===== src/rtl/nn_frame_controller.sv =====
// Pixel-stream front end and argmax back end for the neural network block.
// Converts and writes one frame to RAM, pulses Compute, then scans the class outputs.
module nn_frame_controller #(
  parameter int NUM_PIXELS  = 784,
  parameter int NUM_CLASSES = 10,
  parameter int ADDR_BASE   = 0,
  parameter int ADDR_W      = 10
) (
  input  logic                      Clk,
  input  logic                      Reset,
  input  logic                      PixelValid,
  input  logic [7:0]                PixelData,
  output logic                      PixelReady,
  output logic                      WrEn,
  output logic [ADDR_W-1:0]         WrAddr,
  output logic [15:0]               WrData,
  output logic                      Compute,
  input  logic                      NNReady,
  input  logic [16*NUM_CLASSES-1:0] Probability,
  output logic [3:0]                Digit,
  output logic                      DigitValid,
  output logic                      Busy
);

  localparam int CNT_W = $clog2(NUM_PIXELS + 1);

  typedef enum logic [2:0] {
    S_LOAD, S_START, S_WAIT, S_SETTLE, S_SCAN, S_DONE
  } state_t;

  state_t             r_state, w_next;
  logic [CNT_W-1:0]   r_count;
  logic [3:0]         r_scan;
  logic signed [15:0] r_best;
  logic [3:0]         r_best_idx;
  logic               r_wr_en;
  logic [ADDR_W-1:0]  r_wr_addr;
  logic [15:0]        r_wr_data;
  logic [3:0]         r_digit;

  logic               w_accept;
  logic               w_last_pix;
  logic               w_last_class;
  logic signed [15:0] w_prob;
  logic               w_take;

  assign PixelReady = (r_state == S_LOAD);
  assign Compute    = (r_state == S_START);
  assign DigitValid = (r_state == S_DONE);
  assign Busy       = (r_state != S_LOAD);
  assign WrEn       = r_wr_en;
  assign WrAddr     = r_wr_addr;
  assign WrData     = r_wr_data;
  assign Digit      = r_digit;

  assign w_accept     = PixelValid & PixelReady;
  assign w_last_pix   = w_accept && (r_count == CNT_W'(NUM_PIXELS - 1));
  assign w_last_class = (r_scan == 4'(NUM_CLASSES - 1));

  always_comb begin
    w_prob = '0;
    for (int i = 0; i < NUM_CLASSES; i++) begin
      if (r_scan == 4'(i)) w_prob = Probability[16*i +: 16];
    end
  end

  // Strict greater-than keeps the lower index on ties.
  assign w_take = (r_scan == 4'd0) || (w_prob > r_best);

  always_comb begin
    w_next = r_state;
    case (r_state)
      S_LOAD:   if (w_last_pix) w_next = S_START;
      S_START:  w_next = S_WAIT;
      S_WAIT:   if (NNReady) w_next = S_SETTLE;
      S_SETTLE: w_next = S_SCAN;
      S_SCAN:   if (w_last_class) w_next = S_DONE;
      S_DONE:   w_next = S_LOAD;
      default:  w_next = S_LOAD;
    endcase
  end

  always_ff @(posedge Clk) begin
    if (Reset) begin
      r_state    <= S_LOAD;
      r_count    <= '0;
      r_scan     <= '0;
      r_best     <= '0;
      r_best_idx <= '0;
      r_wr_en    <= 1'b0;
      r_wr_addr  <= '0;
      r_wr_data  <= '0;
      r_digit    <= '0;
    end else begin
      r_state <= w_next;
      r_wr_en <= w_accept;
      if (w_accept) begin
        r_wr_addr <= ADDR_W'(ADDR_BASE + int'(r_count));
        r_wr_data <= {5'b0, PixelData, PixelData[7:5]};
        r_count   <= w_last_pix ? '0 : r_count + 1'b1;
      end
      if (r_state == S_SCAN) begin
        if (w_take) begin
          r_best     <= w_prob;
          r_best_idx <= r_scan;
        end
        r_scan <= w_last_class ? 4'd0 : r_scan + 4'd1;
        if (w_last_class) r_digit <= w_take ? r_scan : r_best_idx;
      end
    end
  end

endmodule


===== config.mk =====
export PLATFORM = sky130hd
export DESIGN_NAME = nn_frame_controller
export DESIGN_NICKNAME = d
export VERILOG_FILES = /design/src/rtl/nn_frame_controller.sv
export SDC_FILE = /design/constraint.sdc
export NUM_CORES = 1
export LEC_CHECK = 0
export ABC_AREA = 1
export CORE_MARGIN = 2
export CORE_UTILIZATION = 37
export CTS_CLUSTER_SIZE = 40
export DETAILED_ROUTE_END_ITERATION = 10
export GPL_TIMING_DRIVEN = 0
export HOLD_SLACK_MARGIN = 0.02
export MAX_ROUTING_LAYER = met4
export PLACE_DENSITY = 0.74
export SETUP_SLACK_MARGIN = 0.5
export SYNTH_ARGS = -nofsm -noshare
export SYNTH_HDL_FRONTEND = slang
export SYNTH_SLANG_ARGS = --single-unit

===== constraint.sdc =====
create_clock -name Clk -period 3 [get_ports Clk]
set_input_delay 0.6 -clock Clk [delete_from_list [all_inputs] [get_ports Clk]]
set_output_delay 0.6 -clock Clk [all_outputs]
set_load 0.005 [all_outputs]

* Yosys cells after proc, flatten, opt, wreduce, memory -nomap -nowiden
Cells that the tools add are included.
W data, S select, Z words.
** Storage, ports and cells
- Logic and storage cells :: 56
- Output and inout port bits :: 35
- Bits in latches :: 0
- Input port bits :: 172
- ROM bits :: 0
- Memories kept :: 0
- Bits in registers :: 63
- RAM bits :: 0
** Operators by class
- Muxes and demuxes :: 17
- Bitwise operators :: 1
- Divide/modulo/power cells :: 0
- $lt $le $gt $ge :: 1
- Add/subtract/negate cells :: 2
- Reductions and logical operators :: 8
- Eq/ne operators :: 18
- Multiply operators :: 0
- Shift-type cells :: 0
** Operator list (count)
- $mux W16 :: 10
- $eq A4 B3 Y1 const B :: 4
- $gt A16 B16 Y1 :: 1
- $pmux W3 S5 :: 1
- $add A10 B1 Y10 const B :: 1
- $eq A10 B10 Y1 const B :: 1
- $mux W10 :: 1
- $mux W3 :: 3
- $eq A4 B2 Y1 const B :: 2
- $eq A4 B4 Y1 const B :: 2
- $mux W4 :: 2
- $eq A3 B2 Y1 const B :: 2
- $eq A3 B3 Y1 const B :: 2
- $add A4 B1 Y4 const B :: 1
- $eq A4 B1 Y1 const B :: 1
- $logic_not A4 Y1 :: 1
- $ne A2 B2 Y1 const B :: 2
- $reduce_and A2 Y1 :: 2
- $eq A3 B1 Y1 const B :: 1
- $logic_not A3 Y1 :: 1
- $reduce_and A3 Y1 :: 1
- $reduce_bool A3 Y1 :: 1
- $ne A2 B1 Y1 const B :: 1
- $and A1 B1 Y1 :: 1
- 2 further kinds :: 2

* Longest topological paths before layout
Gate-level depths: netlist of run 1.
- Depth after elaboration :: 14
- Gate-level depth with buffers :: 31
- Mapped depth without buffers :: 29

* Least setup slack after synthesis of run 1
Ideal clock, no wire load.
- Path kind :: reg2reg
- Start :: register r_scan[2]
- End :: register r_best[10]
- Data required time :: 2887 ps
- Library setup time :: 113 ps
- Path slack :: 219 ps
- Stages on the path, launching flop included :: 29
- Clock period less this slack :: 2781 ps
- Buffers on the path :: 3
- Arrival time :: 2668 ps
- Path through :: dfxtp_1 inv_2 nor2_4 inv_2 nor2_4 inv_2 buf_4 or2_0 nand2_1 nand3_1 nand2_1 inv_2 ha_1 nand2_1 inv_1 nand2_1 nand2_1 nand2_1 nand2_1 nand2_1 nand2_1 nand2_1 nand3_2 nand2_2 nand2_1 buf_6 buf_4 nor2_1 nor2_1
** On the way
- Longest elaborated chain between the ends :: 14
- Elaborated cells between the ends (all ways) :: 23
- Classes of those cells :: 1 x order compare; 9 x eq/ne; 10 x mux; 3 x reduce/logical
** RTL lines
- start, declared :: line 33 : logic [3:0] r_scan;
- start signal, assigned :: line 107 : r_scan <= w_last_class ? 4'd0 : r_scan + 4'd1;
- $logic_not A4 Y1 :: line 63 : if (r_scan == 4'(i)) w_prob = Probability[16*i +: 16];
- $mux W16 (9 in series) :: line 63
- $mux W16 (*) :: line 63
- via w_prob[2] :: line 44 : logic signed [15:0] w_prob;
- $gt A16 B16 Y1 (*) :: line 68 : assign w_take = (r_scan == 4'd0) || (w_prob > r_best);
- $logic_or A1 B1 Y1 (*) :: line 68
- $reduce_and A2 Y1 (no source line) (*)
- end signal, assigned :: line 104 : r_best <= w_prob;
- end, declared :: line 34 : logic signed [15:0] r_best;
Mark *: on every way through the listed nets, which the timed path passes. The rest lies on a longest branch.
A chain may end at the register's enable or synchronous reset.

* Worst setup path after layout of run 1
- Start :: register r_scan[1]
- End :: register r_best[10]
Same word-level chain as after synthesis.

==> flow_metrics.py, run 1 <==
metrics = {
    "global_route": {
        "grt_pass1_vias": 5101,
        "grt_max_degree": 12,
        "antenna_found_initial": 0,
        "gr-usage-all-layers": 0.273,
        "grt_pass1_wl_mm": 26.0,
        "grt.overflow.total": 0,
    },
    "yosys": {
        "ys_warn_count": 0,
        "synth_area_sq_mm": 0.00421,
        "yosysSeqAreaShare": 0.286,
        "synth_seq_cells": 60,
        "synthCells": 701,
        "synth.avg_cell_area_sq_um": 6.00,
        "synth_cell_types": 36,
    },
    "route": {
        "drt_iter0_drc": 329,
        "antenna_left": 0,
        "wl_per_cell_um": 15.7,
        "vias": 5473,
        "viasPerCell": 4.99,
        "drc": 0,
        "firstDrtPassIters": 5,
        "drt_wl_total_mm": 17.2,
    },
    "cts": {
        "cts_root_buf": "clkbuf_16",
        "ctsHoldBuffers": 0,
        "numCtsBuffers": 9,
        "cts-htree-levels": 3,
        "clockBufferDepth": 2,
        "cts_tree": "done",
        "clkSinkCount": 60,
        "cts.reportedPaths.clkPinSlew_ps": 50,
        "worstSkewPairLatency_ps": 330,
    },
    "sta": {
        "tightest_slew_ps": 605,
        "period_share": 1.10,
        "hold_violations": 0,
        "period_needed_ps": 3290,
        "maxSlewHeadroom": 0.597,
        "drv_slew": 0,
        "worst_slack_ps": -290,
        "setup_viol": 24,
        "fin_skew_ps": 2.98,
        "max_freq_mhz": 304,
        "rsz0062_at_grt": "true",
    },
    "worst_setup_path": {
        "cp-end-kind": "flop",
        "required_ps": 3260,
        "worstSetupPathType": "flop to flop",
        "path_common_cell": "nand2_4",
        "worst_path_max_delay_cell": "ha_1",
        "crit_arrival_ps": 3560,
        "crit_path_max_fanout": 8,
        "reg2reg_depth": 23,
        "crit_chain": "inv_4 -> nand2_4 -> nor2_4 -> buf_12 -> nand2_2 -> nand2_1 -> a21oi_1 -> nand4_1 -> nor2_2 -> nand4_1 -> ha_1 -> nand3_2 -> nor3_2 -> nand2_2 -> nand3_2 -> nand3_4 -> nand2_4 -> nand2_4 -> buf_8 -> clkbuf_16 -> nand2_4 -> nand2_2 -> nor2_1",
        "crit_path_start_kind": "flop",
        "max_stage_delay_ps": 390,
    },
    "power_and_ir_drop": {
        "swShare": 0.270,
        "p_seq_frac": 0.350,
        "p_int_mw": 1.80,
        "vdd_ir_drop_max_mv": 0.372,
        "power_frac_comb": 0.263,
        "p_per_area_mw_per_mm2": 332,
        "p_leak_nw": 3.19,
        "p_clk_frac": 0.387,
        "p_switching_mw": 0.665,
    },
    "placed_design": {
        "place_area_sq_mm": 0.00643,
        "io_buffer_count": 200,
        "gp_congestion": 0.894,
        "dpl.hpwl_mm": 12.7,
        "placed_cells": 1045,
    },
    "run_status": {
        "violations": "setup timing",
        "status": "complete, but fails checks",
    },
    "finish": {
        "stdcell_area_sq_mm": 0.00742,
        "mostFrequentLayoutCells": "230 x nand2_1, 200 x clkdlybuf4s50_1, 73 x nor2_1",
        "diodes": 0,
        "layout_commonest_cell": "nand2_1",
        "drive_gt1_frac": 0.196,
        "area_growth_pct": 76.5,
        "instances_no_fill": 1096,
        "layout.nets": 1140,
        "final_core_util": 0.676,
    },
    "floorplan": {
        "io_pins": 207,
        "num_rows": 38,
        "fp.coreArea_sq_mm": 0.0110,
        "die_area_sq_mm": 0.0122,
        "die_w_um": 111,
        "die_height_um": 111,
        "start_util": 0.383,
    },
    "min_path": {
        "hold_path.class": "flop to flop",
        "hold_depth": 2,
    },
    "run": {
        "drv_cap": 0,
    },
}
==> critical path: cells and delay by family (launching register included) <==
kind	cells	cell delay, ps
buffers and inverters	4	500
DFF	1	380
adders and majority gates	1	390
and+or+nand+nor	17	1820
AOI/OAI and AO/OA	1	110
==> metrics by stage <==
stage / setup TNS (ps) / setup slack (ps) / hold WS (ps) / power, mW
2_1_floorplan: 0 / 278 / 446 / 1.10
3_3_place_gp: -8930 / -457 / 452 / 1.46
3_5_place_dp: -9630 / -488 / 455 / 1.47
4_1_cts: -1150 / -87.3 / 464 / 2.44
5_1_grt: -8990 / -462 / 479 / 2.58
6_report: -5210 / -290 / 463 / 2.46
==> flip-flops by register name (all words and copies together), names as in the netlist <==
name        cells
r_count        10
WrAddr         10
r_best_idx      4
r_state         3
r_best         16
WrData          8
Digit           4
WrEn            1
r_scan          4
==> synth_stat cells, drive strengths merged <==
cell / n / area share
nor2: 95 / 0.099
buf: 23 / 0.040
a21oi: 43 / 0.051
clkbuf: 8 / 0.0071
nand2: 265 / 0.24
conb: 1 / 0.00089
clkinv: 2 / 0.0021
a21o: 1 / 0.0018
nor3: 8 / 0.011
o21ai: 16 / 0.019
nor4: 3 / 0.0074
o211a: 1 / 0.0024
or2: 8 / 0.012
nand3: 31 / 0.039
a211oi: 2 / 0.0036
dfxtp: 60 / 0.29
inv: 83 / 0.074
xor2: 1 / 0.0021
ha: 17 / 0.051
o22ai: 5 / 0.0074
nand4: 27 / 0.040
o221a: 1 / 0.0027
==> layer usage <==
metal	vias up	share of wire	GRT usage
li1	2703	-	-
met1	2491	0.42	0.318
met2	232	0.48	0.466
met3	47	0.069	0.0593
met4	0	0.032	0.0900
met5	-	0	-
==> logic make-up after synthesis <==
family | Yosys count | share of synthesized area
AO/OA/AOI/OAI | 69 | 0.0881
XOR/XNOR | 1 | 0.00208
adder cells (fa/ha/maj) | 17 | 0.0506
buffers and inverters | 116 | 0.123
flip-flops | 60 | 0.286
other | 1 | 0.000892
AND/OR/NAND/NOR | 437 | 0.450
==> repair_timing <==
action	in CTS	in global routing
pin swaps	19	33
setup endpoints to repair	24	24
setup buffers	16	16
gates resized for setup	38	69
gates cloned	1	2
==> power by group through the flow <==
stage / Sequential (mW) / Combinational, mW / Clock (mW)
after CTS: 0.862 / 0.610 / 0.970
after global placement: 0.882 / 0.582 / 0
after global routing: 0.867 / 0.706 / 1.01
after detailed placement: 0.881 / 0.587 / 0
final: 0.862 / 0.647 / 0.952
after floorplan: 0.880 / 0.217 / 0
==> final timing paths <==
path | startpoint | endpoint | slack, ps
worst max-delay path | r_scan[1]$_SDFFE_PP0N_ | r_best[10]$_SDFFE_PP0P_ | -290
worst min-delay path | WrData[5]$_SDFFE_PP0P_ | WrData[5]$_SDFFE_PP0P_ | 460
worst max register to register | r_scan[1]$_SDFFE_PP0N_ | r_best[10]$_SDFFE_PP0P_ | -290
worst min register to register | WrData[5]$_SDFFE_PP0P_ | WrData[5]$_SDFFE_PP0P_ | 460
==> final cells by class <==
| type | instances | area (sq um) |
|---|---|---|
| fillers | 944 | 3560 |
| multi-input cells | 529 | 2840 |
| repair buffers | 235 | 2330 |
| flip-flops and latches | 60 | 1220 |
| inverters | 85 | 344 |
| clock buffers | 10 | 239 |
| plain buffers | 31 | 239 |
| well taps | 140 | 175 |
| clock inverters | 6 | 38.8 |
Note: power is estimated with default switching activity, not from simulation.
==> run 2: changes to the inputs <==
Settings changed: ABC_AREA 1 to default, CORE_UTILIZATION 37 to 39, PLACE_DENSITY 0.74 to 0.76.
==> run 2 against run 1 <==
The run still ends with setup timing left. Critical path depth shrank 9. Sequential share of layout area is 0.30 points lower. Setup slack got worse by 360 ps. Utilization shrank 2.2 points. Clock power up 18%. Synthesized area increased by 9.0%. Total power decreased by 3.9%. First-iteration DRC count grew 7.6%. Sequential power down 5.6%. Final cell count fell by 13%. Synthesized cell count is 18% lower. Register-to-register slack got worse by 360 ps. Critical endpoint is now r_best[3]$_SDFFE_PP0P_. Largest cell class unchanged.
==> flow_metrics.py, run 2 <==
metrics = {
    "yosys": {
        "synth_area_sq_mm": 0.00458,
        "synth_top_cells_by_count": "96 x nand2_1, 60 x dfxtp_1, 35 x mux2i_1",
        "synth_edf_count": 0,
        "ys.flop_type": "dfxtp_1",
        "yosys.cell_count.top_type": "nand2_1",
        "synthDominantCellAreaShare": 0.262,
        "synthCells": 572,
        "ys_warn_count": 0,
        "async_flop_share": 0,
        "synth_seq_cells": 60,
        "synthTopCellsByArea": "dfxtp_1 26%, nand2_1 7.9%, mux2i_1 7.6%",
        "synth_top_area_cell": "dfxtp_1",
        "synth_cell_types": 65,
        "synth.avg_cell_area_sq_um": 8.01,
        "yosysSeqAreaShare": 0.262,
    },
    "power_and_ir_drop": {
        "p_clk_frac": 0.475,
        "vdd_ir_drop_max_mv": 0.325,
        "p_total_mw": 2.37,
        "p_leak_nw": 2.77,
        "power_frac_comb": 0.181,
        "p_switching_mw": 0.541,
        "p_seq_frac": 0.344,
        "p_per_area_mw_per_mm2": 315,
        "swShare": 0.229,
        "p_int_mw": 1.82,
    },
    "global_route": {
        "grt_pass1_wl_mm": 27.3,
        "antenna_found_initial": 0,
        "grt.overflow.total": 0,
        "grt_pass1_vias": 5365,
        "gr-usage-all-layers": 0.283,
        "grt_max_degree": 13,
    },
    "sta": {
        "rsz0062_at_grt": "true",
        "drv_slew": 0,
        "tightest_slew_ps": 649,
        "setup_viol": 24,
        "period_share": 1.22,
        "hold_ws_ps": 452,
        "hold_violations": 0,
        "worst_slack_ps": -652,
        "max_freq_mhz": 274,
        "period_needed_ps": 3650,
        "maxSlewHeadroom": 0.567,
        "fin_skew_ps": 5.26,
    },
    "route": {
        "viasPerCell": 5.62,
        "wl_per_cell_um": 18.9,
        "drt_wl_total_mm": 18.0,
        "drc": 0,
        "drt_iter0_drc": 354,
        "firstDrtPassIters": 5,
        "antenna_left": 0,
        "vias": 5368,
    },
    "placed_design": {
        "gp_congestion": 0.957,
        "dpl.hpwl_mm": 13.7,
        "place_area_sq_mm": 0.00682,
        "io_buffer_count": 200,
    },
    "cts": {
        "worstSkewPairLatency_ps": 330,
        "cts_root_buf": "clkbuf_16",
        "ctsHoldBuffers": 0,
        "cts_tree": "done",
        "numCtsBuffers": 9,
        "cts.reportedPaths.clkPinSlew_ps": 60,
        "clkSinkCount": 60,
        "cts-htree-levels": 3,
        "clockBufferDepth": 2,
    },
    "finish": {
        "regMostFlops": "r_best",
        "fill_cells": 984,
        "layout_commonest_cell": "clkdlybuf4s50_1",
        "largest_reg_flops": 16,
        "area_growth_pct": 63.7,
        "layout.nets": 997,
        "drive_gt1_frac": 0.153,
        "mostFrequentLayoutCells": "200 x clkdlybuf4s50_1, 96 x nand2_1, 58 x dfxtp_1",
        "stdcell_area_sq_mm": 0.00750,
        "diodes": 0,
    },
    "floorplan": {
        "start_util": 0.400,
        "fp.coreArea_sq_mm": 0.0115,
        "die_height_um": 112,
        "num_rows": 39,
        "io_pins": 207,
        "die_area_sq_mm": 0.0126,
        "die_w_um": 112,
    },
    "worst_setup_path": {
        "crit_path_start_kind": "flop",
        "cp-end-kind": "flop",
        "required_ps": 3220,
        "crit_arrival_ps": 3870,
        "crit_path_max_fanout": 7,
        "reg2reg_depth": 14,
        "worstSetupPathType": "flop to flop",
    },
    "min_path": {
        "hold_depth": 2,
        "hold_path.class": "flop to flop",
    },
    "run_status": {
        "status": "complete, but fails checks",
        "violations": "setup timing",
    },
    "run": {
        "drv_cap": 0,
    },
}
## run 2: cell types whose count changed in the layout (fill, tap and decap cells not counted), sizes merged, moves of 13 or more
cell,change
a22oi,+15
clkbuf,+17
inv,-60
mux2i,+35
nand2,-169
nand3,-25
nand4,-24
nor2,-67
nor2b,+15
o211ai,+13
o21ai,+17
## run 2: path summary, 6_finish.rpt
path	from	endpoint	slack, ps
max	r_scan[2]$_SDFFE_PP0N_	r_best[3]$_SDFFE_PP0P_	-650
min	WrAddr[4]$_SDFFE_PP0P_	WrAddr[4]$_SDFFE_PP0P_	450
max reg2reg	r_scan[2]$_SDFFE_PP0N_	r_best[3]$_SDFFE_PP0P_	-650
min reg2reg	WrAddr[4]$_SDFFE_PP0P_	WrAddr[4]$_SDFFE_PP0P_	450
## run 2: repair_timing
| item | 4_1_cts | 5_1_grt |
|---|---|---|
| resized for setup | 31 | 26 |
| pin swaps | 8 | 15 |
| endpoints found under the setup margin | 31 | 32 |
| cloned | 1 | 1 |
| setup buffers | 15 | 4 |
## run 2: per-layer routing
metal,global-route usage,vias to the layer above,wire (um)
met5,-,-,0
met4,0.110,0,604
met3,0.0448,54,1300
met2,0.488,293,9010
met1,0.333,2498,7120
li1,-,2523,-
## run 2: area by class of cell
| class | instances | area [sq um] | area share |
|---|---|---|---|
| Multi-Input combinational cell | 442 | 3200 | 0.427 |
| Timing Repair Buffer | 220 | 2170 | 0.290 |
| Sequential cell | 60 | 1210 | 0.161 |
| Buffer | 53 | 338 | 0.0450 |
| Clock buffer | 9 | 225 | 0.0300 |
| Tap cell | 143 | 179 | 0.0239 |
| Clock inverter | 7 | 98.8 | 0.0132 |
| Inverter | 22 | 82.6 | 0.0110 |
## run 2: logic make-up after synthesis
family                     share of synthesized area
adders and majority gates                     0.0464
muxes                                          0.144
DFF                                            0.262
AOI/OAI and AO/OA                              0.195
and+or+nand+nor                                0.255
buffers and inverters                         0.0756
other                                       0.000818
xor gates and xnor gates                      0.0210
## run 2: worst max-delay path, cell delays in order, from the launching register on
cell and delay [ps]:
dfxtp_2 320, buf_6 130, buf_8 120, buf_8 110, and4b_2 260, a222oi_1 460, o211ai_1 260, ha_1 370
buf_4 110, buf_4 110, a211oi_4 50, a311o_1 370, a221oi_4 380, buf_6 190, mux2_4 300
## run 2: metrics by stage
stage,setup TNS [ps],utilization,cells,setup slack (ps)
6_report,-13620,0.654,956,-652
4_1_cts,-11660,0.642,951,-556
3_3_place_gp,-17100,0.595,919,-887
2_1_floorplan,-1090,-,576,-223
3_5_place_dp,-18210,0.595,919,-915
5_1_grt,-15830,0.654,956,-733
## run 2: power groups by stage
stage	Sequential [mW]	Clock (mW)	Combinational, mW
3_3_place_gp	0.830	0	0.402
2_1_floorplan	0.831	0	0.123
3_5_place_dp	0.832	0	0.408
6_report	0.814	1.12	0.428
4_1_cts	0.814	1.13	0.417
5_1_grt	0.814	1.16	0.458
==> run 3: changes to the inputs <==
Settings changed: CAP_MARGIN from default to 20.
==> results of run 3 <==
Same layout as run 2: the final DEF is identical, and so are final timing and power.
